**config.mk**
```make
export PLATFORM = sky130hd
export DESIGN_NAME = ps2_frame_receiver_flat
export DESIGN_NICKNAME = d
export VERILOG_FILES = /design/src/rtl/ps2_pkg.sv /design/src/rtl/ps2_frame_receiver_if.sv /design/src/rtl/ps2_sync_edge.sv /design/src/rtl/ps2_frame_receiver.sv /design/src/flat_wrapper.sv
export SDC_FILE = /design/constraint.sdc
export NUM_CORES = 1
export LEC_CHECK = 0
export ABC_CLOCK_PERIOD_IN_PS = 2200
export CAP_MARGIN = 20
export CORE_MARGIN = 2
export CORE_UTILIZATION = 50
export CTS_CLUSTER_DIAMETER = 30
export DETAILED_ROUTE_END_ITERATION = 7
export DONT_BUFFER_PORTS = 1
export PLACE_DENSITY = 0.72
export SLEW_MARGIN = 40
export SYNTH_ARGS = -nofsm -noshare
export SYNTH_HDL_FRONTEND = slang
export SYNTH_SLANG_ARGS = --single-unit
export TNS_END_PERCENT = 50
```
**constraint.sdc**
```tcl
create_clock -name clock -period 2.2 [get_ports clock]
set_clock_uncertainty 0.1 [all_clocks]
set_input_delay 0.66 -clock clock [delete_from_list [all_inputs] [get_ports clock]]
set_output_delay 0.66 -clock clock [all_outputs]
set_load 0.02 [all_outputs]
```
**src/rtl/ps2_pkg.sv**
```systemverilog
// Shared definitions for the PS/2 receive path and the keyboard decoder.
package ps2_pkg;

    // Receiver frame position.
    typedef enum logic [1:0] {
        ST_IDLE   = 2'd0,
        ST_DATA   = 2'd1,
        ST_PARITY = 2'd2,
        ST_STOP   = 2'd3
    } ps2_state_t;

    // Set-2 scan codes used by the downstream keyboard decoder.
    localparam logic [7:0] BREAK       = 8'hF0;
    localparam logic [7:0] EXTEND      = 8'hE0;
    localparam logic [7:0] ARROW_LEFT  = 8'h6B;
    localparam logic [7:0] ARROW_RIGHT = 8'h74;

    localparam logic [7:0] KEY_A = 8'h1C;
    localparam logic [7:0] KEY_B = 8'h32;
    localparam logic [7:0] KEY_C = 8'h21;
    localparam logic [7:0] KEY_D = 8'h23;
    localparam logic [7:0] KEY_E = 8'h24;
    localparam logic [7:0] KEY_F = 8'h2B;
    localparam logic [7:0] KEY_G = 8'h34;
    localparam logic [7:0] KEY_H = 8'h33;

    localparam logic [7:0] KEY_1 = 8'h16;
    localparam logic [7:0] KEY_2 = 8'h1E;
    localparam logic [7:0] KEY_3 = 8'h26;
    localparam logic [7:0] KEY_4 = 8'h25;
    localparam logic [7:0] KEY_5 = 8'h2E;
    localparam logic [7:0] KEY_6 = 8'h36;
    localparam logic [7:0] KEY_7 = 8'h3D;
    localparam logic [7:0] KEY_8 = 8'h3E;

    // A frame is good when data plus parity has an odd number of ones
    // and the stop bit is high.
    function automatic logic ps2_frame_good(input logic [7:0] data,
                                            input logic       parity,
                                            input logic       stopBit);
        return ((^data) ^ parity) & stopBit;
    endfunction

endpackage

```
**src/rtl/ps2_frame_receiver_if.sv**
```systemverilog
// Bundles the raw PS/2 pins and the decoded byte outputs.
interface ps2_frame_receiver_if;

    logic       ps2_clk;
    logic       ps2_dat;
    logic [7:0] ps2_key_data;
    logic       ps2_key_pressed;
    logic [7:0] ps2_out;
    logic       frame_error;

    // Master drives the pins (device side) and observes the decoded bytes.
    modport master (
        output ps2_clk,
        output ps2_dat,
        input  ps2_key_data,
        input  ps2_key_pressed,
        input  ps2_out,
        input  frame_error
    );

    // Slave is the receiver itself.
    modport slave (
        input  ps2_clk,
        input  ps2_dat,
        output ps2_key_data,
        output ps2_key_pressed,
        output ps2_out,
        output frame_error
    );

endinterface

```
**src/rtl/ps2_sync_edge.sv**
```systemverilog
// Synchronises the asynchronous PS/2 clock and data pins and produces a
// registered one-cycle pulse on each falling edge of the synced clock.
// The data output is registered alongside the pulse so both line up.
module ps2_sync_edge #(
    parameter int SYNC_STAGES = 2
) (
    input  logic clock,
    input  logic reset,
    input  logic i_ps2Clk,
    input  logic i_ps2Dat,
    output logic o_dat,
    output logic o_fall
);

    logic [SYNC_STAGES-1:0] r_clkSync;
    logic [SYNC_STAGES-1:0] r_datSync;
    logic                   r_clkPrev;
    logic                   r_fall;
    logic                   r_dat;

    // Shift the pins through the synchroniser chains; idle bus level is 1.
    always_ff @(posedge clock) begin
        if (!reset) begin
            r_clkSync <= '1;
            r_datSync <= '1;
            r_clkPrev <= 1'b1;
            r_fall    <= 1'b0;
            r_dat     <= 1'b1;
        end else begin
            r_clkSync <= {r_clkSync[SYNC_STAGES-2:0], i_ps2Clk};
            r_datSync <= {r_datSync[SYNC_STAGES-2:0], i_ps2Dat};
            r_clkPrev <= r_clkSync[SYNC_STAGES-1];
            r_fall    <= r_clkPrev & ~r_clkSync[SYNC_STAGES-1];
            r_dat     <= r_datSync[SYNC_STAGES-1];
        end
    end

    assign o_dat  = r_dat;
    assign o_fall = r_fall;

endmodule

```
**src/rtl/ps2_frame_receiver.sv**
```systemverilog
// Deserialises PS/2 device frames into scan-code bytes, keeping the
// previously accepted byte so break sequences can be recognised.
module ps2_frame_receiver
    import ps2_pkg::*;
#(
    parameter int SYNC_STAGES    = 2,
    parameter int TIMEOUT_CYCLES = 50000,
    parameter int TO_W           = 16
) (
    input  logic                 clock,
    input  logic                 reset,
    ps2_frame_receiver_if.slave  bus
);

    localparam logic [TO_W-1:0] TO_LAST = TO_W'(TIMEOUT_CYCLES - 1);

    logic            w_dat;
    logic            w_fall;

    ps2_state_t      r_state,    w_stateNext;
    logic [2:0]      r_bitCnt,   w_bitCntNext;
    logic [7:0]      r_shift,    w_shiftNext;
    logic            r_parity,   w_parityNext;
    logic [TO_W-1:0] r_toCnt,    w_toCntNext;
    logic [7:0]      r_keyData,  w_keyDataNext;
    logic [7:0]      r_prevKey,  w_prevKeyNext;
    logic            r_pressed,  w_pressedNext;
    logic            r_error,    w_errorNext;

    ps2_sync_edge #(
        .SYNC_STAGES(SYNC_STAGES)
    ) u_syncEdge (
        .clock   (clock),
        .reset   (reset),
        .i_ps2Clk(bus.ps2_clk),
        .i_ps2Dat(bus.ps2_dat),
        .o_dat   (w_dat),
        .o_fall  (w_fall)
    );

    // State and datapath registers; reset drops any partial frame silently.
    always_ff @(posedge clock) begin
        if (!reset) begin
            r_state   <= ST_IDLE;
            r_bitCnt  <= '0;
            r_shift   <= '0;
            r_parity  <= 1'b0;
            r_toCnt   <= '0;
            r_keyData <= '0;
            r_prevKey <= '0;
            r_pressed <= 1'b0;
            r_error   <= 1'b0;
        end else begin
            r_state   <= w_stateNext;
            r_bitCnt  <= w_bitCntNext;
            r_shift   <= w_shiftNext;
            r_parity  <= w_parityNext;
            r_toCnt   <= w_toCntNext;
            r_keyData <= w_keyDataNext;
            r_prevKey <= w_prevKeyNext;
            r_pressed <= w_pressedNext;
            r_error   <= w_errorNext;
        end
    end

    // Frame sequencing: a falling edge always wins over timeout expiry.
    always_comb begin
        w_stateNext   = r_state;
        w_bitCntNext  = r_bitCnt;
        w_shiftNext   = r_shift;
        w_parityNext  = r_parity;
        w_toCntNext   = r_toCnt;
        w_keyDataNext = r_keyData;
        w_prevKeyNext = r_prevKey;
        w_pressedNext = 1'b0;
        w_errorNext   = 1'b0;

        if (r_state == ST_IDLE) begin
            w_toCntNext = '0;
            if (w_fall && !w_dat) begin
                w_stateNext  = ST_DATA;
                w_bitCntNext = '0;
            end
        end else if (w_fall) begin
            w_toCntNext = '0;
            case (r_state)
                ST_DATA: begin
                    w_shiftNext  = {w_dat, r_shift[7:1]};
                    w_bitCntNext = r_bitCnt + 3'd1;
                    if (r_bitCnt == 3'd7) begin
                        w_stateNext = ST_PARITY;
                    end
                end
                ST_PARITY: begin
                    w_parityNext = w_dat;
                    w_stateNext  = ST_STOP;
                end
                ST_STOP: begin
                    w_stateNext = ST_IDLE;
                    if (ps2_frame_good(r_shift, r_parity, w_dat)) begin
                        w_keyDataNext = r_shift;
                        w_prevKeyNext = r_keyData;
                        w_pressedNext = 1'b1;
                    end else begin
                        w_errorNext = 1'b1;
                    end
                end
                default: w_stateNext = ST_IDLE;
            endcase
        end else if (r_toCnt == TO_LAST) begin
            w_stateNext = ST_IDLE;
            w_toCntNext = '0;
            w_errorNext = 1'b1;
        end else begin
            w_toCntNext = r_toCnt + TO_W'(1);
        end
    end

    assign bus.ps2_key_data    = r_keyData;
    assign bus.ps2_out         = r_prevKey;
    assign bus.ps2_key_pressed = r_pressed;
    assign bus.frame_error     = r_error;

endmodule

```
**src/flat_wrapper.sv**
```systemverilog
// flat-port wrapper written by rule: the top's interface ports become plain ports
module ps2_frame_receiver_flat import ps2_pkg::*;
#(
    parameter int SYNC_STAGES    = 2,
    parameter int TIMEOUT_CYCLES = 50000,
    parameter int TO_W           = 16
)
  (clock, reset, bus_ps2_clk, bus_ps2_dat, bus_ps2_key_data, bus_ps2_key_pressed, bus_ps2_out, bus_frame_error);
  ps2_frame_receiver_if bus_i ();
  input  logic clock;
  input  logic reset;
  input wire logic [$bits(bus_i.ps2_clk)-1:0] bus_ps2_clk;
  input wire logic [$bits(bus_i.ps2_dat)-1:0] bus_ps2_dat;
  output wire logic [$bits(bus_i.ps2_key_data)-1:0] bus_ps2_key_data;
  output wire logic [$bits(bus_i.ps2_key_pressed)-1:0] bus_ps2_key_pressed;
  output wire logic [$bits(bus_i.ps2_out)-1:0] bus_ps2_out;
  output wire logic [$bits(bus_i.frame_error)-1:0] bus_frame_error;
  assign bus_i.ps2_clk = bus_ps2_clk;
  assign bus_i.ps2_dat = bus_ps2_dat;
  assign bus_ps2_key_data = bus_i.ps2_key_data;
  assign bus_ps2_key_pressed = bus_i.ps2_key_pressed;
  assign bus_ps2_out = bus_i.ps2_out;
  assign bus_frame_error = bus_i.frame_error;
  ps2_frame_receiver #(.SYNC_STAGES(SYNC_STAGES), .TIMEOUT_CYCLES(TIMEOUT_CYCLES), .TO_W(TO_W)) u_core (.clock(clock), .reset(reset), .bus(bus_i));
endmodule
```
# --- Yosys cells after proc, flatten, opt, wreduce, memory -nomap -nowiden ---
# Cells that the tools add are included.
totals:
  register_bits: 55
  input_bits: 4
  output_inout_bits: 18
op_classes:
  addsub: 2
  eq_ne: 7
  n_mux: 15
  bitwise_logic: 8
  n_reduce_logical: 15
ops:
  columns: ["op", "count"]
  rows:
  - ["adder 16 x 1 -> 16 bit, second input constant", 1]
  - ["== test 16 bit, second input constant", 1]
  - ["two-way mux 3 bit", 4]
  - ["AND reduction 3 bit", 4]
  - ["two-way mux 2 bit", 5]
  - ["OR reduction 4 bit", 2]
  - ["parity 8 bit", 1]
  - ["two-way mux 1 bit", 5]
  - ["inverter 1 bit", 5]
  - ["== test 2 bit, second input constant", 2]
  - ["!= test 4 x 2 -> 1 bit, second input constant", 1]
  - ["one-hot mux 2 bit (2 select lines)", 1]
  - ["AND reduction 4 bit", 1]
  - ["nonzero test 2 bit", 2]
  - ["adder 3 x 1 -> 3 bit, second input constant", 1]
  - ["== test 3 bit, second input constant", 1]
  - ["nonzero test 3 bit", 1]
  - ["bitwise AND 1 bit", 2]
  - ["== test 2 x 1 -> 1 bit, second input constant", 1]
  - ["logical NOT 2 bit", 1]
  - ["!= test 2 bit, second input constant", 1]
  - ["OR reduction 2 bit", 1]
  - ["logical AND 1 bit", 1]
  - ["logical NOT 1 bit", 1]
  - ["bitwise XOR 1 bit", 1]

# --- Logic depth before layout (Yosys ltp) ---
# Gate-level depths: netlist (run 1).
depth:
  word_depth: 6
  depth_mapped: 9

# --- Hierarchy ---
# From an unflattened synthesis (run 1), not the netlist that was laid out.
hier_totals:
  cells_unflattened: 248
  area_unflattened_um2: 2337.2
by_module_without_submodules:
  columns: ["module", "instances", "cells_per_inst", "area_each_um2"]
  rows:
  - ["ps2_frame_receiver", 1, 234, 2150.8]
  - ["ps2_sync_edge", 1, 14, 186.4]

# --- Least setup slack after synthesis (run 1) ---
# Ideal clock, no wire load.
synth_path:
  path_type: "register -> register"
  startpoint: "register u_core.r_state[0]"
  endpoint: "register u_core.r_keyData[0] (netlist: u_core.bus.ps2_key_data[0])"
  arrival_time_ps: 1798
  required_ps: 1981
  slack_ps: 183
  stages_incl_launch_ff: 10
  path_buffers: 3
  synth_period_minus_slack_ps: 2017
  path_cell_list: "dfxtp_1 inv_1 ha_1 clkbuf_1 nor2b_1 nand4_1 mux2_4 buf_6 buf_12 mux2i_1"
synth_between:
  elab_chain_len: 3
  elab_cells_between_ends: 4
synth_rtl:
  columns: ["item", "line", "rtl"]
  rows:
  - ["from (decl)", "ps2_frame_receiver.sv:20", "ps2_state_t r_state, w_stateNext;"]
  - ["from (signal assigned)", "ps2_frame_receiver.sv:54", "r_state <= w_stateNext;"]
  - ["logical NOT 2 bit", "ps2_frame_receiver.sv:78", "if (r_state == ST_IDLE) begin"]
  - ["inverter 1 bit (no line)", null, null]
  - ["AND reduction 4 bit (no line) *", null, null]
  - ["to (signal assigned)", "ps2_frame_receiver.sv:59", "r_keyData <= w_keyDataNext;"]
  - ["to (decl)", "ps2_frame_receiver.sv:25", "logic [7:0] r_keyData, w_keyDataNext;"]
# Mark *: on every way between the ends. The rest lies on a longest branch, timed or not.
# A chain may end at the register's enable or synchronous reset.

# --- Worst setup path in the final report (run 1) ---
layout_path:
  startpoint: "register u_core.r_state[0]"
  endpoint: "register u_core.r_keyData[5] (netlist: u_core.bus.ps2_key_data[5])"
# Same word-level chain as after synthesis.

==> impl_metrics.csv, run 1 <==
group,metric,value,unit
status,status,"complete, no violations",
die,core.rowCount,24,
synthesis,yosysWarningCount,0,
clocking,hold_buffers,0,
grt,grt_overflow,0,
route,drt_iter0_markers,135,
timing,slew_viol_final,0,
worst_setup_path,critical-path-max-stage-delay,0.43,ns
die,die_h,72.7,um
worst_setup_path,worstPathCellList,"inv_1 > ha_1 > nor2b_1 > nand4_1 > mux2_4 > mux2i_1",
worst_setup_path,worstPathRequired,2.29,ns
clocking,cts.sinks,55,
timing,post-route-min-period,2.03,ns
clocking,root_buffer,"clkbuf_8",
route,wl_per_cell,12.9,um
placed_design,detailed_place_hpwl,2630,um
synthesis,yosysUniqueCellTypes,38,
timing,worst_pin_slew,0.541,ns
grt,grt_pass1_wl,6840,um
die,die_width,72.7,um
worst_setup_path,slowest_stage,"mux2_4",
worst_setup_path,r2r_start,"u_core.r_state[0]",
placed_design,dp_cells,299,
die,start_util,53.1,%
synthesis,netlist_area,2360,um^2
grt,grt_max_degree,33,
worst_setup_path,path_max_fanout,17,
route,vias_per_cell,5.28,
flow_run,cap_violations,0,
power_and_ir_drop,ir_drop,0.391,mV
timing,setup_viol,0,
clocking,postCtsResizedCells,0,
route,wl,3950,um
grt,antenna_found_initial,0,
clocking,clk_latency,0.31,ns
timing,rsz0062_at_grt,"no",
worst_setup_path,path_class,"flip-flop to flip-flop",
grt,grtUsageTotal,16.5,%
die,die_area,5280,um^2
worst_setup_path,regToRegEndpoint,"u_core.bus.ps2_key_data[5]",
timing,whs,0.312,ns
die,coreArea,4440,um^2
route,vias,1621,
clocking,cts_buffers,5,
synthesis,synth_area_per_cell,9.21,um^2
cells_and_area,stdcell_area,2510,um^2
power_and_ir_drop,power_density,711,nW/um^2
synthesis,synth_seq_cells,55,
grt,grt_pass1_vias,1541,
cells_and_area,final_layout_size_suffix_gt1_share,5.10,%
die,io_pins,22,
worst_setup_path,crit_path_start_kind,"flip-flop",
placed_design,io_buffers,0,
power_and_ir_drop,intPower,1.46,mW
synthesis,syn-num-nets,267,
clocking,cts_tree,"built",
cells_and_area,nets,265,
power_and_ir_drop,comb_power_share,0.7,%
timing,finalCritPeriodShare,92.5,%
min_path,hold_path.class,"flip-flop to flip-flop",
placed_design,place_congestion,0.800,
synthesis,synthCells,256,
worst_setup_path,critPathCaptureType,"flip-flop",
clocking,cts_max_level,2,
route,postRouteAntennaNets,0,
timing,max_freq,491,MHz
timing,max_slew_margin,63.6,%
power_and_ir_drop,p_sw_share,18.2,%
worst_setup_path,rrSetupSlack,0.17,ns
cells_and_area,fin_cells,307,
cells_and_area,num_antenna_cells,0,
clocking,cts_setup_buffers,0,
min_path,hold_depth,2,
worst_setup_path,crit_start,"u_core.r_state[0]",
power_and_ir_drop,seqPwrFrac,56.2,%
power_and_ir_drop,power_switching,325,uW
power_and_ir_drop,leakagePower,0.983,nW
placed_design,place_area,2380,um^2
worst_setup_path,cp_data_arrival_time,2.13,ns
worst_setup_path,rr_worst_depth,6,
placed_design,place_ws,0.180,ns
timing,fin_ws,0.165,ns
power_and_ir_drop,p_clk_share,43.1,%
cells_and_area,syn2layout_area_growth,6.37,%
synthesis,synth-seq-area-share,46.7,%
worst_setup_path,endpoint,"u_core.bus.ps2_key_data[5]",
power_and_ir_drop,p_total,1.78,mW
timing,final-hold-violation-count,0,
route,first_pass_iters,4,
cells_and_area,post-route-util,56.4,%
clocking,clkTransAtPathRegs,0.09,ns
timing,tns,0,ns
route,drc,0,
clocking,cts_buffer_depth,2,
-- cell type report --
| cell class | instances | area (um^2) |
|---|---|---|
| Clock buffer | 6 | 72.6 |
| Clock inverter | 2 | 60.1 |
| Fill cell | 407 | 1940 |
| Inverter | 7 | 26.3 |
| Multi-Input combinational cell | 182 | 1160 |
| Sequential cell | 55 | 1100 |
| Tap cell | 52 | 65.1 |
| Timing Repair Buffer | 3 | 22.5 |
-- worst max-delay path: cells and delay by family (launching register included) --
kind	cells	cell delay (ns)
buffers and inverters	1	0.08
muxes	2	0.59
and+or+nand+nor	2	0.49
adders and majority gates	1	0.30
DFF	1	0.38
-- cells in the mapped netlist --
cell type | instances | area share, %
o22ai_1 | 1 | 0.27
mux2i_1 | 17 | 7.2
nor4bb_1 | 2 | 0.85
o211ai_1 | 1 | 0.32
and3_1 | 3 | 0.80
nand3_1 | 7 | 1.5
nor4_1 | 1 | 0.27
nand3b_1 | 1 | 0.32
nor3_1 | 2 | 0.42
buf_2 | 1 | 0.21
mux2_4 | 1 | 0.64
xor3_1 | 1 | 1.0
nand4_1 | 9 | 2.4
nor2b_1 | 4 | 1.1
o21ai_0 | 4 | 0.85
xnor3_1 | 2 | 1.9
buf_6 | 1 | 0.48
a41oi_1 | 1 | 0.37
inv_1 | 7 | 1.1
and2_1 | 2 | 0.53
nor4b_1 | 1 | 0.37
xor2_1 | 6 | 2.2
nand2_1 | 50 | 8.0
nor3b_1 | 1 | 0.32
a22oi_1 | 1 | 0.32
ha_1 | 7 | 3.7
dfxtp_1 | 55 | 47
xnor2_1 | 9 | 3.3
clkbuf_1 | 9 | 1.4
a21o_1 | 1 | 0.32
and4_1 | 1 | 0.37
buf_12 | 1 | 0.85
a31o_2 | 1 | 0.37
nand2b_1 | 6 | 1.6
or3_1 | 3 | 0.80
nor2_1 | 20 | 3.2
o221a_2 | 1 | 0.48
a21oi_1 | 15 | 3.2
-- metal layers --
metal / global-route usage [%] / part of all wire (%)
met1: 22.9 / 52
met2: 24.6 / 44
met3: 4.28 / 3.7
met4: 6.79 / 0.73
met5: 0 / 0
-- flip-flops by register name, summed over array words and instances, names as in the netlist --
register / count
u_core.bus.ps2_key_data: 8
u_core.bus.ps2_key_pressed: 1
u_core.r_bitCnt: 3
u_core.r_parity: 1
u_core.r_shift: 8
u_core.bus.frame_error: 1
u_core.r_state: 2
u_core.u_syncEdge.o_dat: 1
u_core.bus.ps2_out: 8
u_core.u_syncEdge.r_clkSync: 2
u_core.u_syncEdge.r_datSync: 2
u_core.r_toCnt: 16
u_core.u_syncEdge.r_clkPrev: 1
u_core.u_syncEdge.o_fall: 1
-- how the worst min path moves through the flow --
stage | from | end | slack [ns]
6_report | u_core.u_syncEdge.r_clkPrev | u_core.u_syncEdge.o_fall | 0.31
5_1_grt | reset | u_core.u_syncEdge.r_datSync[1] | 0.31
4_1_cts | u_core.u_syncEdge.r_clkPrev | u_core.u_syncEdge.o_fall | 0.31
3_5_place_dp | u_core.u_syncEdge.r_datSync[0] | u_core.u_syncEdge.r_datSync[1] | 0.30
3_3_place_gp | u_core.u_syncEdge.r_datSync[1] | u_core.u_syncEdge.o_dat | 0.29
2_1_floorplan | u_core.u_syncEdge.r_datSync[1] | u_core.u_syncEdge.o_dat | 0.29
-- placed cells by master (no fill, tap or decap), types with 3 or more instances in the layout --
cell	Yosys	routed
a21oi_1	15	15
nand4_1	9	9
nand2_1	50	50
nor2b_1	4	4
nor2_1	20	20
and3_1	3	3
dfxtp_1	55	55
or3_1	3	3
xnor2_1	9	9
nand2b_1	6	6
nand3_1	7	7
inv_1	7	7
clkbuf_8	0	5
ha_1	7	7
mux2i_1	17	17
buf_4	0	3
xor2_1	6	6
o21ai_0	4	4
-- kinds of logic after synthesis --
logic type / share of synthesized area (%)
compound gates: 6.47
xor+xnor: 8.49
fa+ha+maj: 3.71
buf+inv: 4.08
flops: 46.7
mux: 7.85
simple gates: 22.7
-- power groups by stage --
stage               registers [mW]  logic [mW]  clock network (mW)
floorplan                     1.02      0.0168                   0
CTS                           1.00      0.0127               0.788
global placement              1.03      0.0126                   0
global route                  1.00      0.0142               0.825
detailed placement            1.03      0.0126                   0
finish                        1.00      0.0126               0.769
Power figures use the tool's default switching activity.
==> run 2, diff against run 1 <==
- PLACE_DENSITY: 0.72 -> 0.73
==> run 2 against run 1 <==
  * Core utilization fell by 0.34 points
  * First-iteration DRC count fell by 24%
  * Routed wire length is 3.9% lower
  * Largest cell class unchanged
  * Via count increased by 1.5%
==> impl_metrics.csv, run 2 (synthesized netlist as in run 1, its figures left out) <==
group,metric,value,unit
cells_and_area,nets,267,
worst_setup_path,crit_path_start_kind,"flip-flop",
clocking,cts_max_level,2,
clocking,cts.sinks,55,
route,met1_length,1870,um
min_path,min_to,"u_core.u_syncEdge.r_datSync[1]",
min_path,hold_depth,1,
route,wl_per_cell,12.3,um
clocking,postCtsResizedCells,0,
status,status,"complete, no violations",
route,vias,1645,
cells_and_area,final_layout_size_suffix_gt1_share,5.47,%
timing,post-route-min-period,1.89,ns
timing,tns,0,ns
clocking,root_buffer,"clkbuf_8",
die,coreArea,4440,um^2
worst_setup_path,r2r_start,"u_core.r_state[0]",
route,drt_iter0_markers,102,
route,postRouteAntennaNets,0,
route,vias_per_cell,5.34,
cells_and_area,num_antenna_cells,0,
cells_and_area,top_register,"u_core.r_toCnt",
placed_design,io_buffers,0,
placed_design,detailed_place_hpwl,2620,um
timing,worst_pin_slew,0.508,ns
min_path,hold_path.class,"flip-flop to flip-flop",
power_and_ir_drop,leakagePower,0.978,nW
die,die_width,72.7,um
worst_setup_path,cp_data_arrival_time,1.98,ns
clocking,clkTransAtPathRegs,0.09,ns
timing,final-hold-violation-count,0,
power_and_ir_drop,ir_drop,0.349,mV
timing,rsz0062_at_grt,"no",
route,drc,0,
worst_setup_path,critPathCaptureType,"flip-flop",
grt,grtUsageTotal,15.5,%
die,core.rowCount,24,
worst_setup_path,path_max_fanout,17,
timing,setup_viol,0,
route,dr.max_layer_used,"met4",
timing,finalCritPeriodShare,86.0,%
clocking,cts_setup_buffers,0,
flow_run,cap_violations,0,
grt,antenna_found_initial,0,
power_and_ir_drop,power_density,662,nW/um^2
grt,grt_max_degree,33,
worst_setup_path,path_class,"flip-flop to flip-flop",
cells_and_area,final_cell_mix,"dfxtp_1 (55), nand2_1 (50), nor2_1 (20)",
grt,grt_pass1_wl,6480,um
cells_and_area,post-route-util,56.1,%
worst_setup_path,rrSetupSlack,0.31,ns
die,die_h,72.7,um
worst_setup_path,rr_worst_depth,6,
route,dr_wl_met3,142,um
die,die_area,5280,um^2
die,io_pins,22,
timing,max_freq,529,MHz
worst_setup_path,worstPathRequired,2.28,ns
cells_and_area,syn2layout_area_growth,5.73,%
cells_and_area,stdcell_area,2490,um^2
route,first_pass_iters,4,
die,start_util,53.1,%
cells_and_area,largest_reg_flops,16,
timing,slew_viol_final,0,
clocking,cts_buffer_depth,2,
clocking,cts_tree,"built",
clocking,hold_buffers,0,
clocking,clk_latency,0.30,ns
route,wl,3800,um
cells_and_area,final_common_cell,"dfxtp_1",
grt,grt_pass1_vias,1512,
placed_design,place_congestion,0.832,
clocking,cts_buffers,5,
timing,max_slew_margin,65.9,%
timing,whs,0.313,ns
placed_design,place_area,2390,um^2
worst_setup_path,regToRegEndpoint,"u_core.bus.ps2_out[5]",
grt,grt_overflow,0,
route,route.met2.wl,1730,um
min_path,hold_path.startpoint,"u_core.u_syncEdge.r_datSync[0]",
## run 2: cell types whose count changed in the layout (fill, tap and decap cells not counted), sizes merged
cell	delta
bufinv	-1
buf	+2
## run 2: area by class of cell
type                            count  area, um^2
Timing Repair Buffer                5        37.5
Clock buffer                        6        72.6
Fill cell                         413        1950
Multi-Input combinational cell    182        1160
Inverter                            7        26.3
Tap cell                           52        65.1
Sequential cell                    55        1100
Clock inverter                      1        30.0
## run 2: per-stage QoR
step	power, mW	worst slack [ns]	instances
6_report	1.65	0.308	308
5_1_grt	1.71	0.149	308
4_1_cts	1.67	0.302	308
3_5_place_dp	1.04	0.316	301
3_3_place_gp	1.04	0.354	301
2_1_floorplan	1.04	0.183	256
## run 2: critical path, stage by stage, from the launching register on
cell and delay, ns:
dfxtp_1 0.39, inv_1 0.08, ha_1 0.21, nor2b_1 0.29
nand4_1 0.13, mux2_4 0.41, mux2i_1 0.16
## run 2: where the power goes
group          switching (mW)  total (mW)  internal, mW  leakage [nW]
combinational         0.00746      0.0126       0.00518         0.483
clock                   0.301       0.635         0.334        0.0513
sequential            0.00266        1.00         0.999         0.444
## run 2: how the worst max path moves through the flow
stage,start,end,slack [ns],depth (start not counted)
finish,u_core.r_state[0],u_core.bus.ps2_out[5],0.31,6
global route,u_core.r_state[0],u_core.bus.ps2_key_data[0],0.15,6
CTS,u_core.r_state[0],u_core.bus.ps2_out[5],0.30,6
detailed placement,u_core.r_state[0],u_core.bus.ps2_out[5],0.32,6
global placement,u_core.r_state[0],u_core.bus.ps2_out[4],0.35,6
floorplan,u_core.r_state[0],u_core.bus.ps2_key_data[0],0.18,9
## run 2: metal layers
metal	up-vias	global-route usage, %
met1	748	19.7
met2	26	25.5
li1	866	-
met3	5	3.87
met5	-	0
met4	0	6.17
==> run 3, diff against run 2 <==
- CTS_BUF_LIST: default -> sky130_fd_sc_hd__clkbuf_16
- SLEW_MARGIN: 40 -> 20
==> run 3 against run 2 <==
  * Via count grew 0.61%
  * Critical path type unchanged
  * Highest routed layer unchanged
  * Non-clock buffer count stayed put
  * First-iteration DRC count rose by 2.9%
  * Cell area increased by 2.3%
  * Largest cell class unchanged
  * Largest power group unchanged
==> impl_metrics.csv, run 3 (synthesized netlist as in run 1, its figures left out) <==
group,metric,value,unit
cells_and_area,fin_cells,308,
worst_setup_path,crit_cells,6,
timing,max_slew_margin,65.8,%
timing,worst_pin_slew,0.508,ns
worst_setup_path,rrSetupSlack,0.31,ns
route,wl_per_cell,12.5,um
cells_and_area,final_common_cell,"dfxtp_1",
timing,setup_viol,0,
placed_design,detailed_place_hpwl,2620,um
placed_design,dp_cells,301,
worst_setup_path,critPathBufInv,1,
grt,antenna_found_initial,0,
clocking,cts.sinks,55,
die,die_area,5280,um^2
clocking,cts_tree,"built",
cells_and_area,final_cell_mix,"dfxtp_1 (55), nand2_1 (50), nor2_1 (20)",
cells_and_area,final_layout_size_suffix_gt1_share,5.47,%
timing,max_freq,530,MHz
route,postRouteAntennaNets,0,
worst_setup_path,crit_start,"u_core.r_state[0]",
cells_and_area,syn2layout_area_growth,8.12,%
grt,grt_overflow,0,
power_and_ir_drop,p_total,1.86,mW
cells_and_area,nets,267,
placed_design,place_area,2390,um^2
cells_and_area,num_antenna_cells,0,
timing,tns,0,ns
cells_and_area,post-route-util,57.4,%
grt,grtUsageTotal,15.8,%
placed_design,io_buffers,0,
worst_setup_path,path_class,"flip-flop to flip-flop",
clocking,cts_max_level,2,
grt,grt_pass1_vias,1516,
timing,slew_viol_final,0,
cells_and_area,largest_reg_flops,16,
route,vias,1655,
worst_setup_path,critPathCaptureType,"flip-flop",
timing,finalCritPeriodShare,85.7,%
placed_design,place_congestion,0.832,
min_path,hold_path.class,"flip-flop to flip-flop",
grt,grt_max_degree,33,
die,die_width,72.7,um
worst_setup_path,critical-path-max-stage-delay,0.41,ns
timing,final-hold-violation-count,0,
worst_setup_path,endpoint,"u_core.bus.ps2_out[5]",
placed_design,place_ws,0.316,ns
worst_setup_path,worstPathRequired,2.26,ns
status,status,"complete, no violations",
die,die_h,72.7,um
cells_and_area,fillers,402,
power_and_ir_drop,power_density,728,nW/um^2
timing,rsz0062_at_grt,"no",
clocking,root_buffer,"clkbuf_16",
route,vias_per_cell,5.37,
clocking,postCtsResizedCells,0,
timing,whs,0.307,ns
flow_run,cap_violations,0,
timing,post-route-min-period,1.89,ns
timing,fin_ws,0.315,ns
clocking,hold_buffers,0,
clocking,clk_latency,0.28,ns
route,drc,0,
worst_setup_path,path_max_fanout,17,
worst_setup_path,cp_data_arrival_time,1.95,ns
route,first_pass_iters,4,
grt,grt_pass1_wl,6560,um
worst_setup_path,slowest_stage,"mux2_4",
power_and_ir_drop,ir_drop,0.385,mV
clocking,cts_buffers,5,
worst_setup_path,rr_worst_depth,6,
clocking,cts_setup_buffers,0,
worst_setup_path,r2r_start,"u_core.r_state[0]",
route,drt_iter0_markers,105,
route,wl,3840,um
worst_setup_path,crit_family,"multiplexers",
clocking,cts_buffer_depth,2,
cells_and_area,stdcell_area,2550,um^2
clocking,clkTransAtPathRegs,0.06,ns
cells_and_area,top_register,"u_core.r_toCnt",
worst_setup_path,regToRegEndpoint,"u_core.bus.ps2_out[5]",
power_and_ir_drop,leakagePower,1.01,nW
worst_setup_path,crit_path_start_kind,"flip-flop",
die,start_util,53.1,%
worst_setup_path,worstPathCellList,"inv_1 > ha_1 > nor2b_1 > nand4_1 > mux2_4 > mux2i_1",
die,core.rowCount,24,
die,coreArea,4440,um^2
die,io_pins,22,
[run 3: changes by cell type in the layout (fill, tap and decap cells not counted)]
| cell | change |
|---|---|
| clkbuf_1 | -1 |
| clkbuf_16 | +5 |
| clkbuf_8 | -5 |
| inv_1 | +1 |
[run 3: metal layers]
layer / routed length, um / vias to the layer above / track usage, % / share of wire [%]
met5: 0 / - / 0 / 0
met4: 54 / 0 / 5.56 / 1.4
met3: 143 / 7 / 4.28 / 3.7
met2: 1740 / 27 / 26.0 / 45
met1: 1900 / 753 / 19.9 / 49
li1: - / 868 / - / -
[run 3: report_power, final]
| group | internal, mW | total [mW] | switching, mW |
|---|---|---|---|
| combinational | 0.00518 | 0.0127 | 0.00749 |
| sequential | 1.00 | 1.00 | 0.00268 |
| clock | 0.526 | 0.841 | 0.315 |
[run 3: worst min path at each step]
stage | from | depth (start not counted) | slack (ns) | end
floorplan | u_core.u_syncEdge.r_datSync[1] | 1 | 0.29 | u_core.u_syncEdge.o_dat
finish | u_core.u_syncEdge.r_datSync[0] | 1 | 0.31 | u_core.u_syncEdge.r_datSync[1]
CTS | u_core.u_syncEdge.r_datSync[0] | 1 | 0.31 | u_core.u_syncEdge.r_datSync[1]
global placement | u_core.u_syncEdge.r_datSync[0] | 1 | 0.29 | u_core.u_syncEdge.r_datSync[1]
detailed placement | u_core.u_syncEdge.r_datSync[0] | 1 | 0.29 | u_core.u_syncEdge.r_datSync[1]
global route | u_core.u_syncEdge.r_datSync[0] | 1 | 0.31 | u_core.u_syncEdge.r_datSync[1]
[run 3: final cells by class]
cell class / instances / area [um^2] / area share [%]
Clock inverter: 2 / 33.8 / 1.32
Clock buffer: 5 / 125 / 4.91
Sequential cell: 55 / 1100 / 43.2
Inverter: 7 / 26.3 / 1.03
Tap cell: 52 / 65.1 / 2.55
Timing Repair Buffer: 5 / 37.5 / 1.47
Multi-Input combinational cell: 182 / 1160 / 45.5
